### config.mk
export PLATFORM = sky130hd
export DESIGN_NAME = dmem_arbiter
export DESIGN_NICKNAME = d
export VERILOG_FILES = /design/src/rtl/dmem_arb_pkg.sv /design/src/rtl/rr_arbiter2.sv /design/src/rtl/dmem_arbiter.sv
export SDC_FILE = /design/constraint.sdc
export NUM_CORES = 1
export LEC_CHECK = 0
export ABC_CLOCK_PERIOD_IN_PS = 2350
export CORE_MARGIN = 10
export CORE_UTILIZATION = 40
export DETAILED_ROUTE_END_ITERATION = 16
export HOLD_SLACK_MARGIN = 0.1
export PLACE_DENSITY_LB_ADDON = 0.15
export SLEW_MARGIN = 30
export SYNTH_ARGS = -nofsm -noshare
export SYNTH_HDL_FRONTEND = slang
export SYNTH_SLANG_ARGS = --single-unit
### constraint.sdc
create_clock -name clock -period 2.35 [get_ports clock]
set_input_delay 0.47 -clock clock [delete_from_list [all_inputs] [get_ports clock]]
set_output_delay 0.47 -clock clock [all_outputs]
set_load 0.01 [all_outputs]
### src/rtl/dmem_arb_pkg.sv
// Shared types, memop codes and helpers for the data-memory arbiter.
// Statistics counters in dmem_arbiter are built only when DMEM_ARB_STATS_EN is defined.
package dmem_arb_pkg;

    typedef enum logic [1:0] {
        IDLE    = 2'd0,
        ISSUE   = 2'd1,
        RD_WAIT = 2'd2
    } arb_state_t;

    typedef enum logic {
        M_CORE = 1'b0,
        M_DBG  = 1'b1
    } master_id_t;

    localparam logic [2:0] MEMOP_LB  = 3'b000;
    localparam logic [2:0] MEMOP_LH  = 3'b001;
    localparam logic [2:0] MEMOP_LW  = 3'b010;
    localparam logic [2:0] MEMOP_LBU = 3'b100;
    localparam logic [2:0] MEMOP_LHU = 3'b101;

    // Wide enough for RD_LAT-1 with RD_LAT up to 4.
    localparam int CNT_W = 2;

    function automatic logic [15:0] sat_inc16(input logic [15:0] v);
        return (v == 16'hFFFF) ? v : v + 16'd1;
    endfunction

endpackage

### src/rtl/rr_arbiter2.sv
// Two-way round-robin arbiter: a lone requester wins; on a tie the requester
// that was not granted most recently wins. The pointer moves on every grant.
module rr_arbiter2 (
    input  logic       clock,
    input  logic       reset,
    input  logic [1:0] req,
    input  logic       upd,
    output logic [1:0] gnt_onehot
);

    // Index of the most recent grant; reset to 1 so the core wins the first tie.
    logic last;

    always_comb begin
        gnt_onehot = 2'b00;
        case (req)
            2'b01:   gnt_onehot = 2'b01;
            2'b10:   gnt_onehot = 2'b10;
            2'b11:   gnt_onehot = last ? 2'b01 : 2'b10;
            default: gnt_onehot = 2'b00;
        endcase
    end

    always_ff @(posedge clock or negedge reset) begin
        if (!reset) begin
            last <= 1'b1;
        end else if (upd && (req != 2'b00)) begin
            last <= gnt_onehot[1];
        end
    end

endmodule

### src/rtl/dmem_arbiter.sv
// Shares the single-port dmem between the core (m0) and the debug/loader port (m1).
// Define DMEM_ARB_STATS_EN to add saturating grant and conflict counters.
module dmem_arbiter
    import dmem_arb_pkg::*;
#(
    parameter int AW     = 32,
    parameter int RD_LAT = 1
) (
    input  logic          clock,
    input  logic          reset,
    input  logic          m0_req,
    input  logic          m0_we,
    input  logic [2:0]    m0_op,
    input  logic [AW-1:0] m0_addr,
    input  logic [31:0]   m0_wdata,
    output logic          m0_gnt,
    output logic          m0_rvalid,
    output logic [31:0]   m0_rdata,
    input  logic          m1_req,
    input  logic          m1_we,
    input  logic [2:0]    m1_op,
    input  logic [AW-1:0] m1_addr,
    input  logic [31:0]   m1_wdata,
    output logic          m1_gnt,
    output logic          m1_rvalid,
    output logic [31:0]   m1_rdata,
    output logic          mem_en,
    output logic          mem_we,
    output logic [2:0]    mem_op,
    output logic [AW-1:0] mem_addr,
    output logic [31:0]   mem_wdata,
    input  logic [31:0]   mem_rdata
`ifdef DMEM_ARB_STATS_EN
    ,
    output logic [15:0]   stat_m0_cnt,
    output logic [15:0]   stat_m1_cnt,
    output logic [15:0]   stat_conflict
`endif
);

    // Handshake: a master holds req and its fields stable until it sees a one-cycle
    // gnt; dropping req earlier withdraws the request. A load returns exactly one
    // rvalid pulse RD_LAT cycles after its gnt; stores return nothing.

    arb_state_t       state, state_next;
    master_id_t       owner;
    master_id_t       pick;
    logic [CNT_W-1:0] cnt;
    logic [1:0]       req_vec;
    logic [1:0]       gnt_oh;
    logic             decide;
    logic             rd_done;
    logic             we_q;
    logic [2:0]       op_q;
    logic [AW-1:0]    addr_q;
    logic [31:0]      wdata_q;
    logic [31:0]      m0_rdata_q;
    logic [31:0]      m1_rdata_q;

    assign req_vec = {m1_req, m0_req};
    assign decide  = (state == IDLE) && (gnt_oh != 2'b00);
    assign pick    = gnt_oh[1] ? M_DBG : M_CORE;
    assign rd_done = (state == RD_WAIT) && (cnt == '0);

    rr_arbiter2 u_rr (
        .clock      (clock),
        .reset      (reset),
        .req        (req_vec),
        .upd        (decide),
        .gnt_onehot (gnt_oh)
    );

    always_ff @(posedge clock or negedge reset) begin
        if (!reset) begin
            state <= IDLE;
        end else begin
            state <= state_next;
        end
    end

    always_comb begin
        state_next = state;
        case (state)
            IDLE:    if (req_vec != 2'b00) state_next = ISSUE;
            ISSUE:   state_next = we_q ? IDLE : RD_WAIT;
            RD_WAIT: if (cnt == '0) state_next = IDLE;
            default: state_next = IDLE;
        endcase
    end

    // Issue registers hold the last access so the dmem pins stay quiet between accesses.
    always_ff @(posedge clock or negedge reset) begin
        if (!reset) begin
            owner      <= M_CORE;
            cnt        <= '0;
            we_q       <= 1'b0;
            op_q       <= 3'b000;
            addr_q     <= '0;
            wdata_q    <= 32'd0;
            m0_rdata_q <= 32'd0;
            m1_rdata_q <= 32'd0;
        end else begin
            if (decide) begin
                owner   <= pick;
                we_q    <= (pick == M_DBG) ? m1_we    : m0_we;
                op_q    <= (pick == M_DBG) ? m1_op    : m0_op;
                addr_q  <= (pick == M_DBG) ? m1_addr  : m0_addr;
                wdata_q <= (pick == M_DBG) ? m1_wdata : m0_wdata;
            end
            if ((state == ISSUE) && !we_q) begin
                cnt <= CNT_W'(RD_LAT - 1);
            end else if ((state == RD_WAIT) && (cnt != '0)) begin
                cnt <= cnt - CNT_W'(1);
            end
            if (rd_done && (owner == M_CORE)) m0_rdata_q <= mem_rdata;
            if (rd_done && (owner == M_DBG))  m1_rdata_q <= mem_rdata;
        end
    end

    assign mem_en    = (state == ISSUE);
    assign mem_we    = we_q;
    assign mem_op    = op_q;
    assign mem_addr  = addr_q;
    assign mem_wdata = wdata_q;

    assign m0_gnt    = mem_en && (owner == M_CORE);
    assign m1_gnt    = mem_en && (owner == M_DBG);
    assign m0_rvalid = rd_done && (owner == M_CORE);
    assign m1_rvalid = rd_done && (owner == M_DBG);

    // Return data is forwarded in the rvalid cycle, then held from the capture register.
    assign m0_rdata  = m0_rvalid ? mem_rdata : m0_rdata_q;
    assign m1_rdata  = m1_rvalid ? mem_rdata : m1_rdata_q;

`ifdef DMEM_ARB_STATS_EN
    always_ff @(posedge clock or negedge reset) begin
        if (!reset) begin
            stat_m0_cnt   <= 16'd0;
            stat_m1_cnt   <= 16'd0;
            stat_conflict <= 16'd0;
        end else if (decide) begin
            if (pick == M_CORE) stat_m0_cnt <= sat_inc16(stat_m0_cnt);
            else                stat_m1_cnt <= sat_inc16(stat_m1_cnt);
            if (req_vec == 2'b11) stat_conflict <= sat_inc16(stat_conflict);
        end
    end
`endif

endmodule

# == Yosys cells after proc, flatten, opt, wreduce, memory -nomap -nowiden ==
# Cells that the tools add are included.
# word_totals
reg_bits,138
latch_bits,0
ramBits,0
romBits,0
in_bits,172
output_inout_bits,137
word_cells,51
mem_count,0
# classes
add_sub_neg,1
n_mul,0
n_div,0
order_cmp,0
n_eq_ne,7
shifts,0
n_mux,15
bitwise,1
n_reduce_logical,17
# op_table
cell,count
2-to-1 mux 32 bit,4
2-to-1 mux 2 bit,6
one-hot mux 2 bit (3 select lines),2
logical AND 1 bit,9
nonzero test 2 bit,4
"equality test 2 bit, second input constant",3
"equality test 2 x 1 -> 1 bit, second input constant",2
zero test 2 bit,2
2-to-1 mux 3 bit,1
2-to-1 mux 1 bit,2
"!= test 2 x 1 -> 1 bit, second input constant",1
"!= test 2 bit, second input constant",1
AND reduction 2 bit,1
"subtractor 2 x 1 -> 2 bit, second input constant",1
zero test 1 bit,1
NOT 1 bit,1

# == Logic depth before layout (Yosys ltp) ==
# Gate-level depths: netlist of run 1.
# depth
depth_word,5
depth_mapped,6
depth_no_buf,5

# == Cells and area by module ==
# Synthesis of run 1 repeated with hierarchy kept, for this count alone.
# hier_totals
hier_cells,390
area_unflattened_um2,6024.5
# by_module_without_submodules
mod,instances,cells_per_inst,area_each_um2,seq_area_each_um2
dmem_arbiter,1,384,5968.2,3428.3
rr_arbiter2,1,6,56.3,26.3

# == Worst setup path before layout of run 1 ==
# OpenSTA, ideal clock, no wires.
# synth_timing
kind,reg2out
from,register cnt[0]
to,output port m0_rdata[22]
arrival_ns,1.632
t_required_ns,1.880
setup_slack_ns,0.248
stages_incl_launch_ff,7
path_buffers,2
path_cell_list,dfrtp_1 inv_1 ha_1 nor4bb_1 buf_2 buf_2 mux2_2
# synth_via
elab_chain_cells,4
# synth_rtl
element,line_no,rtl
start: declaration,dmem_arbiter.sv:48,logic [CNT_W-1:0] cnt;
start signal: assignment,dmem_arbiter.sv:111,cnt <= CNT_W'(RD_LAT - 1);
start signal: assignment,dmem_arbiter.sv:113,cnt <= cnt - CNT_W'(1);
zero test 2 bit,dmem_arbiter.sv:63,assign rd_done = (state == RD_WAIT) && (cnt == '0);
logical AND 1 bit,dmem_arbiter.sv:63,
logical AND 1 bit,dmem_arbiter.sv:128,assign m0_rvalid = rd_done && (owner == M_CORE);
net m0_rvalid,dmem_arbiter.sv:17,"output logic m0_rvalid,"
2-to-1 mux 32 bit,dmem_arbiter.sv:132,assign m0_rdata = m0_rvalid ? mem_rdata : m0_rdata_q;
end: declaration,dmem_arbiter.sv:18,"output logic [31:0] m0_rdata,"
# The timed path passes the listed nets, and every way through them passes these cells.

# == Worst setup path in the final report of run 1 ==
# layout_timing
from,register cnt[1]
to,output port m1_rdata[17]
# layout_via
elab_chain_cells,4
# layout_rtl
element,line_no,rtl
zero test 2 bit,dmem_arbiter.sv:63,
logical AND 1 bit,dmem_arbiter.sv:63,
logical AND 1 bit,dmem_arbiter.sv:129,assign m1_rvalid = rd_done && (owner == M_DBG);
2-to-1 mux 32 bit,dmem_arbiter.sv:133,assign m1_rdata = m1_rvalid ? mem_rdata : m1_rdata_q;
end: declaration,dmem_arbiter.sv:26,"output logic [31:0] m1_rdata,"
# No other way between the ends.

==> impl_metrics.csv, run 1 <==
group,metric,value,unit
cts,cts_inserted_buffers,17,
synth,synth_top_cell_area_share,56.4,%
worst_setup_path,path_cells,"inv_1 > ha_2 > buf_4 > buf_6 > nand4b_1 > buf_6 > buf_6 > buf_16 > mux2_4 > buf_6",
status,outcome,"complete, but fails checks",
pwr,power.leakage,4.72,nW
placement,place_congestion,0.797,
placement,dp_hpwl,15600,um
worst_setup_path,worstSetupPathType,"reg -> out",
synth,async_flop_share,100,%
pwr,pwr_density_cell,1360,nW/um^2
pwr,p_sw_share,31.1,%
finish,syn2layout_area_growth,76.7,%
job,max_cap_viol_count,0,
synth,synthTopCellsByCount,"mux2_2, dfrtp_1, buf_2",
pwr,seqPwrFrac,28.3,%
synth,synth_nets,562,
detailed_routing,initialDrtViolationCount,164,
sta,fmax,376,MHz
synth,syn_inst,389,
synth,synth.most_common_cell,"mux2_2",
sta,slew_violations,0,
detailed_routing,drc_errors,0,
synth,synth_seq_area_share,56.9,%
worst_setup_path,cp_slowest_cell,"dfrtp_1",
cts,cts_tree,"built",
floorplan,design.core.area,14700,sq um
synth,ys_ff_latch,138,
sta,finalClockSkew,0.00912,ns
floorplan,num_io_pins,309,
finish,fin_util,73.0,%
pwr,p_comb_share,54.0,%
floorplan,initial_core_util,41.3,%
synth,synthTopCellsByArea,"dfrtp_1, mux2_2, mux2_4, buf_2, buf_6",
cts,cts.sink_count,138,
worst_setup_path,reg2reg_slack,0.36,ns
global_routing,grt_max_degree,81,
pwr,power,14.6,mW
pwr,switchingPower,4.52,mW
synth,synth_area,6070,sq um
floorplan,die_x,143,um
detailed_routing,dr_total_vias,4626,
global_routing,grt_usage,20.5,%
cts,clk_pin_slew_worst_paths,0.06,ns
detailed_routing,wl_per_cell,22.3,um
synth,ys_warn_count,0,
worst_setup_path,critPathCaptureType,"output pin",
synth,synth_ff_type,"dfrtp_1",
worst_setup_path,r2r-start,"cnt[1]$_DFFE_PN0P_",
detailed_routing,routed_via_density,4.90,
worst_setup_path,slowest_delay,0.38,ns
pwr,p_int,10.0,mW
finish,antennaDiodeCount,0,
placement,pre_cts_slack,-0.207,ns
sta,tightest_slew,0.482,ns
global_routing,grt_pass1_vias,5370,
floorplan,die_area,20500,sq um
detailed_routing,drtPass1Iterations,4,
finish,drive_gt1_share,47.2,%
worst_setup_path,cp-start-kind,"flip-flop",
cts,clk_latency,0.42,ns
floorplan,die_y,143,um
global_routing,antenna_found_initial,0,
global_routing,grt_pass1_wl,32100,um
sta,layout_setup_ws,-0.310,ns
sta,layout_min_cycle_time,2.66,ns
sta,hold_viol_final,0,
worst_setup_path,arrival,2.19,ns
worst_setup_path,reg2reg_to,"m1_rdata_q[23]$_DFF_PN0_",
sta,setup_violations,65,
status,violations,"setup timing",
sta,grt_setup_unrepaired,"true",
cts,cts_root_buf,"clkbuf_16",
worst_setup_path,crit_path_max_fanout,4,
worst_setup_path,required,1.88,ns
synth,avgSynthCellArea,15.6,sq um
sta,min_period_over_period,113,%
finish,nets,921,
cts,clockBufferDepth,2,
worst_setup_path,r2r_cells,11,
floorplan,core.rowCount,44,
synth,synth_top_area_cell,"dfrtp_1",
hold_path,hold_path.class,"in -> async",
sta,max_slew_margin,67.9,%
synth,ys_types,25,
cts,cts.htree.levels,4,
detailed_routing,postRouteAntennaNets,0,
placement,numPortBuffers,308,
pwr,clockPowerShare,17.8,%
synth,synth-edff-count,0,
worst_setup_path,cpMostUsedCell,"buf_6",
detailed_routing,routed_wl,21100,um
pwr,ir_worst_vdd,0.000886,V
global_routing,grt_overflow,0,
[metal layers]
metal | track usage [%] | share of wire (%)
met1 | 20.9 | 36
met2 | 37.4 | 53
met4 | 6.82 | 1.9
met5 | 0 | 0
met3 | 7.96 | 9.1
[power by group through the flow]
stage	clock network [mW]	logic (mW)	registers [mW]
final	2.58	7.86	4.11
after global placement	0	6.78	4.06
after detailed placement	0	6.91	4.11
after CTS	2.63	7.98	4.11
after floorplan	0	2.83	4.31
after global routing	2.76	8.30	4.25
[cell usage in the layout (no fill, tap or decap), types with 5 or more instances in the layout]
master	n
mux2_4	62
buf_4	33
clkdlybuf4s50_1	239
mux2_2	138
dfrtp_1	137
clkbuf_16	17
buf_6	74
buf_12	6
clkinv_2	5
[per-stage QoR]
stage / area [sq um] / hold slack, ns / std cells / TNS (ns)
finish: 10700 / 0.463 / 945 / -15.23
floorplan: 6070 / 0.174 / 389 / 0
global route: 10700 / 0.486 / 945 / -21.23
global placement: 9500 / 0.328 / 878 / -8.77
CTS: 10800 / 0.456 / 945 / -15.99
detailed placement: 9500 / 0.331 / 878 / -8.97
[worst max-delay path: cells and delay by family (launching register included)]
family,cells,cell delay [ns]
multiplexers,1,0.31
adder cells (fa/ha/maj),1,0.17
AND/OR/NAND/NOR,1,0.12
buffers and inverters,7,0.78
flip-flops,1,0.38
[cell families after synthesis]
kind of cell	synth area share (%)
flip-flops	56.9
AND/OR/NAND/NOR	1.22
AO/OA/AOI/OAI	1.01
buffers and inverters	2.51
adder cells (fa/ha/maj)	0.206
multiplexers	38.2
[how the worst max path moves through the flow]
stage	from	end	slack, ns	cells after the start
after CTS	cnt[1]$_DFFE_PN0P_	m0_rdata[18]	-0.33	9
after global routing	cnt[1]$_DFFE_PN0P_	m1_rdata[17]	-0.39	10
after detailed placement	cnt[0]$_DFFE_PN0P_	m0_rdata[10]	-0.21	6
after floorplan	cnt[0]$_DFFE_PN0P_	m0_rdata[22]	0.25	6
after global placement	cnt[0]$_DFFE_PN0P_	m0_rdata[18]	-0.20	6
final	cnt[1]$_DFFE_PN0P_	m1_rdata[17]	-0.31	10
[area by class of cell]
type	instances	area, sq um
tap	184	230
inverter	4	15.0
sequential	138	3450
clock inverter	12	124
fill	976	3960
timing repair buffer	364	3790
multi-input combinational	223	2670
clock buffer	20	457
[what timing repair did]
item	CTS	global route
endpoints found under the setup margin	68	67
buffers inserted	28	8
gates resized for setup	411	6
pin swaps	2	1
gates cloned	8	0
hold buffers	1	0
endpoints found under the hold margin	20	0
[state kept, by name, indices dropped and copies added, names as in the netlist]
name and flops:
u_rr.last 1, mem_we 1, mem_op 3, m1_rdata_q 32, state 2, mem_addr 32
cnt 2, owner 1, mem_wdata 32, m0_rdata_q 32
Power figures use the tool's default switching activity.
==> inputs of run 2 (changes only) <==
- ABC_CLOCK_PERIOD_IN_PS: 2350 -> 2800
- clock period: 2.35 -> 2.8 ns (I/O delays scaled with it)
==> run 2 against run 1 <==
The flow now finishes without violations; count of clock-buffer cells in the layout grew 4; total power shrank 24%; clock skew shrank 0.0039 ns; cell area shrank 6.0%; combinational power shrank 30%; final cell count shrank 3.4%; clock power shrank 19%; routed wire length shrank 7.6%; utilization shrank 4.4 points; sequential share of layout area grew 2.1 points; die area is the same; critical path type unchanged; largest cell class is now sequential cells; largest power group unchanged; highest routed layer is now met5.
==> impl_metrics.csv, run 2 (synthesis results as in run 1) <==
group,metric,value,unit
pwr,ir_worst_vdd,0.000605,V
global_routing,grt_overflow,0,
sta,slew_violations,0,
global_routing,grt_usage,18.6,%
sta,hold_viol_final,0,
floorplan,die_y,143,um
placement,place_inst,870,
pwr,pwr_density_cell,1100,nW/um^2
worst_setup_path,crit_path_max_fanout,4,
worst_setup_path,cp-start-kind,"flip-flop",
cts,cts_tree,"built",
sta,finalClockSkew,0.00522,ns
status,outcome,"finished clean",
sta,tns,0,ns
sta,tightest_slew,0.561,ns
floorplan,design.core.area,14700,sq um
global_routing,grt_pass1_vias,5080,
detailed_routing,drc_errors,0,
detailed_routing,dr_total_vias,4437,
cts,cts_hold_buf,0,
worst_setup_path,critPathCaptureType,"output pin",
detailed_routing,postRouteAntennaNets,0,
sta,layout_setup_ws,0.0517,ns
job,max_cap_viol_count,0,
floorplan,num_io_pins,309,
sta,max_slew_margin,62.6,%
pwr,power,11.1,mW
sta,min_period_over_period,98.2,%
worst_setup_path,required,2.24,ns
cts,clk_pin_slew_worst_paths,0.06,ns
placement,numPortBuffers,308,
global_routing,grt_max_degree,61,
finish,drive_gt1_share,40.5,%
floorplan,die_x,143,um
cts,clk_latency,0.41,ns
cts,cts_root_buf,"clkbuf_16",
placement,place_congestion,0.837,
floorplan,die_area,20500,sq um
finish,syn2layout_area_growth,66.2,%
detailed_routing,wl_per_cell,21.4,um
placement,pre_cts_slack,0.0888,ns
finish,final_common_cell,"clkdlybuf4s50_1",
global_routing,antenna_found_initial,2,
pwr,power.leakage,4.33,nW
global_routing,grt_pass1_wl,29300,um
cts,cts.htree.levels,4,
finish,instances_no_fill,913,
finish,nets,889,
detailed_routing,drtPass1Iterations,4,
hold_path,hold_path.class,"in -> async",
sta,grt_setup_unrepaired,"true",
floorplan,core.rowCount,44,
floorplan,initial_core_util,41.3,%
sta,fmax,364,MHz
placement,dp_hpwl,15300,um
finish,mostFrequentLayoutCells,"clkdlybuf4s50_1, mux2_2, dfrtp_1, mux2_4, buf_2",
cts,clockBufferDepth,2,
sta,layout_min_cycle_time,2.75,ns
detailed_routing,initialDrtViolationCount,170,
worst_setup_path,worstSetupPathType,"reg -> out",
cts,cts.sink_count,138,
cts,cts_inserted_buffers,17,
worst_setup_path,arrival,2.19,ns
detailed_routing,routed_wl,19500,um
detailed_routing,routed_via_density,4.86,
sta,setup_violations,0,
[run 2: changes by cell type in the layout (fill, tap and decap cells not counted), moves of 4 or more]
cell             before  now
buf_4                33   14
clkdlybuf4s15_1       0   13
buf_2                 2   21
buf_6                74    9
dlygate4sd2_1         1   16
mux2_4               62   31
clkdlybuf4s15_2       0    4
mux2_2              138  169
[run 2: layout make-up]
type | count | area (sq um)
Fill cell | 1068 | 4600
Sequential cell | 138 | 3460
Timing Repair Buffer | 332 | 3280
Multi-Input combinational cell | 223 | 2550
Clock buffer | 24 | 502
Tap cell | 184 | 230
Clock inverter | 7 | 65.1
Inverter | 4 | 15.0
Antenna cell | 1 | 2.50
[run 2: report_power, final]
part	total [mW]	switching, mW	internal (mW)
Clock	2.10	0.775	1.33
Combinational	5.50	2.25	3.25
Sequential	3.46	0.437	3.02
[run 2: stage by stage]
step,hold slack [ns],util [%],area [sq um]
after floorplan,0.264,-,6070
after global placement,0.478,64.3,9450
after detailed placement,0.481,64.3,9450
after CTS,0.128,68.8,10100
after global routing,0.147,68.7,10100
final,0.119,68.7,10100
[run 2: critical path: stages, from the launching register on]
cell and delay, ns:
dfrtp_1 0.37, inv_1 0.07, ha_2 0.18, nor4bb_4 0.21, buf_4 0.16, bufbuf_16 0.25
buf_6 0.11, mux2_4 0.31, buf_6 0.12
[run 2: path summary, 6_finish.rpt]
kind | from | endpoint | slack (ns) | depth (start not counted)
max in group asynchronous | reset | u_rr.last$_DFFE_PN1P_ | 1.87 | 2
max reg2reg | u_rr.last$_DFFE_PN1P_ | mem_addr[9]$_DFFE_PN0P_ | 0.92 | 4
min | reset | m1_rdata_q[22]$_DFF_PN0_ | 0.12 | 1
min reg2reg | m0_rdata_q[18]$_DFF_PN0_ | m0_rdata_q[18]$_DFF_PN0_ | 0.49 | 1
min in group clock | m0_rdata_q[18]$_DFF_PN0_ | m0_rdata_q[18]$_DFF_PN0_ | 0.49 | 1
max | cnt[0]$_DFFE_PN0P_ | m0_rdata[7] | 0.05 | 8
[run 2: layer usage]
layer	up-vias	part of all wire (%)	wire [um]	GRT usage [%]
li1	2047	-	-	-
met1	2184	36	6940	18.5
met2	182	53	10400	34.4
met3	22	9.5	1860	7.93
met4	2	1.4	279	5.70
met5	-	0.062	12	0
[run 2: what timing repair did]
action / CTS / global route
gates resized for setup: 168 / 33
pin swaps: 2 / 1
gates cloned: 3 / 0
setup endpoints to repair: 65 / 33
setup buffers: 9 / 1
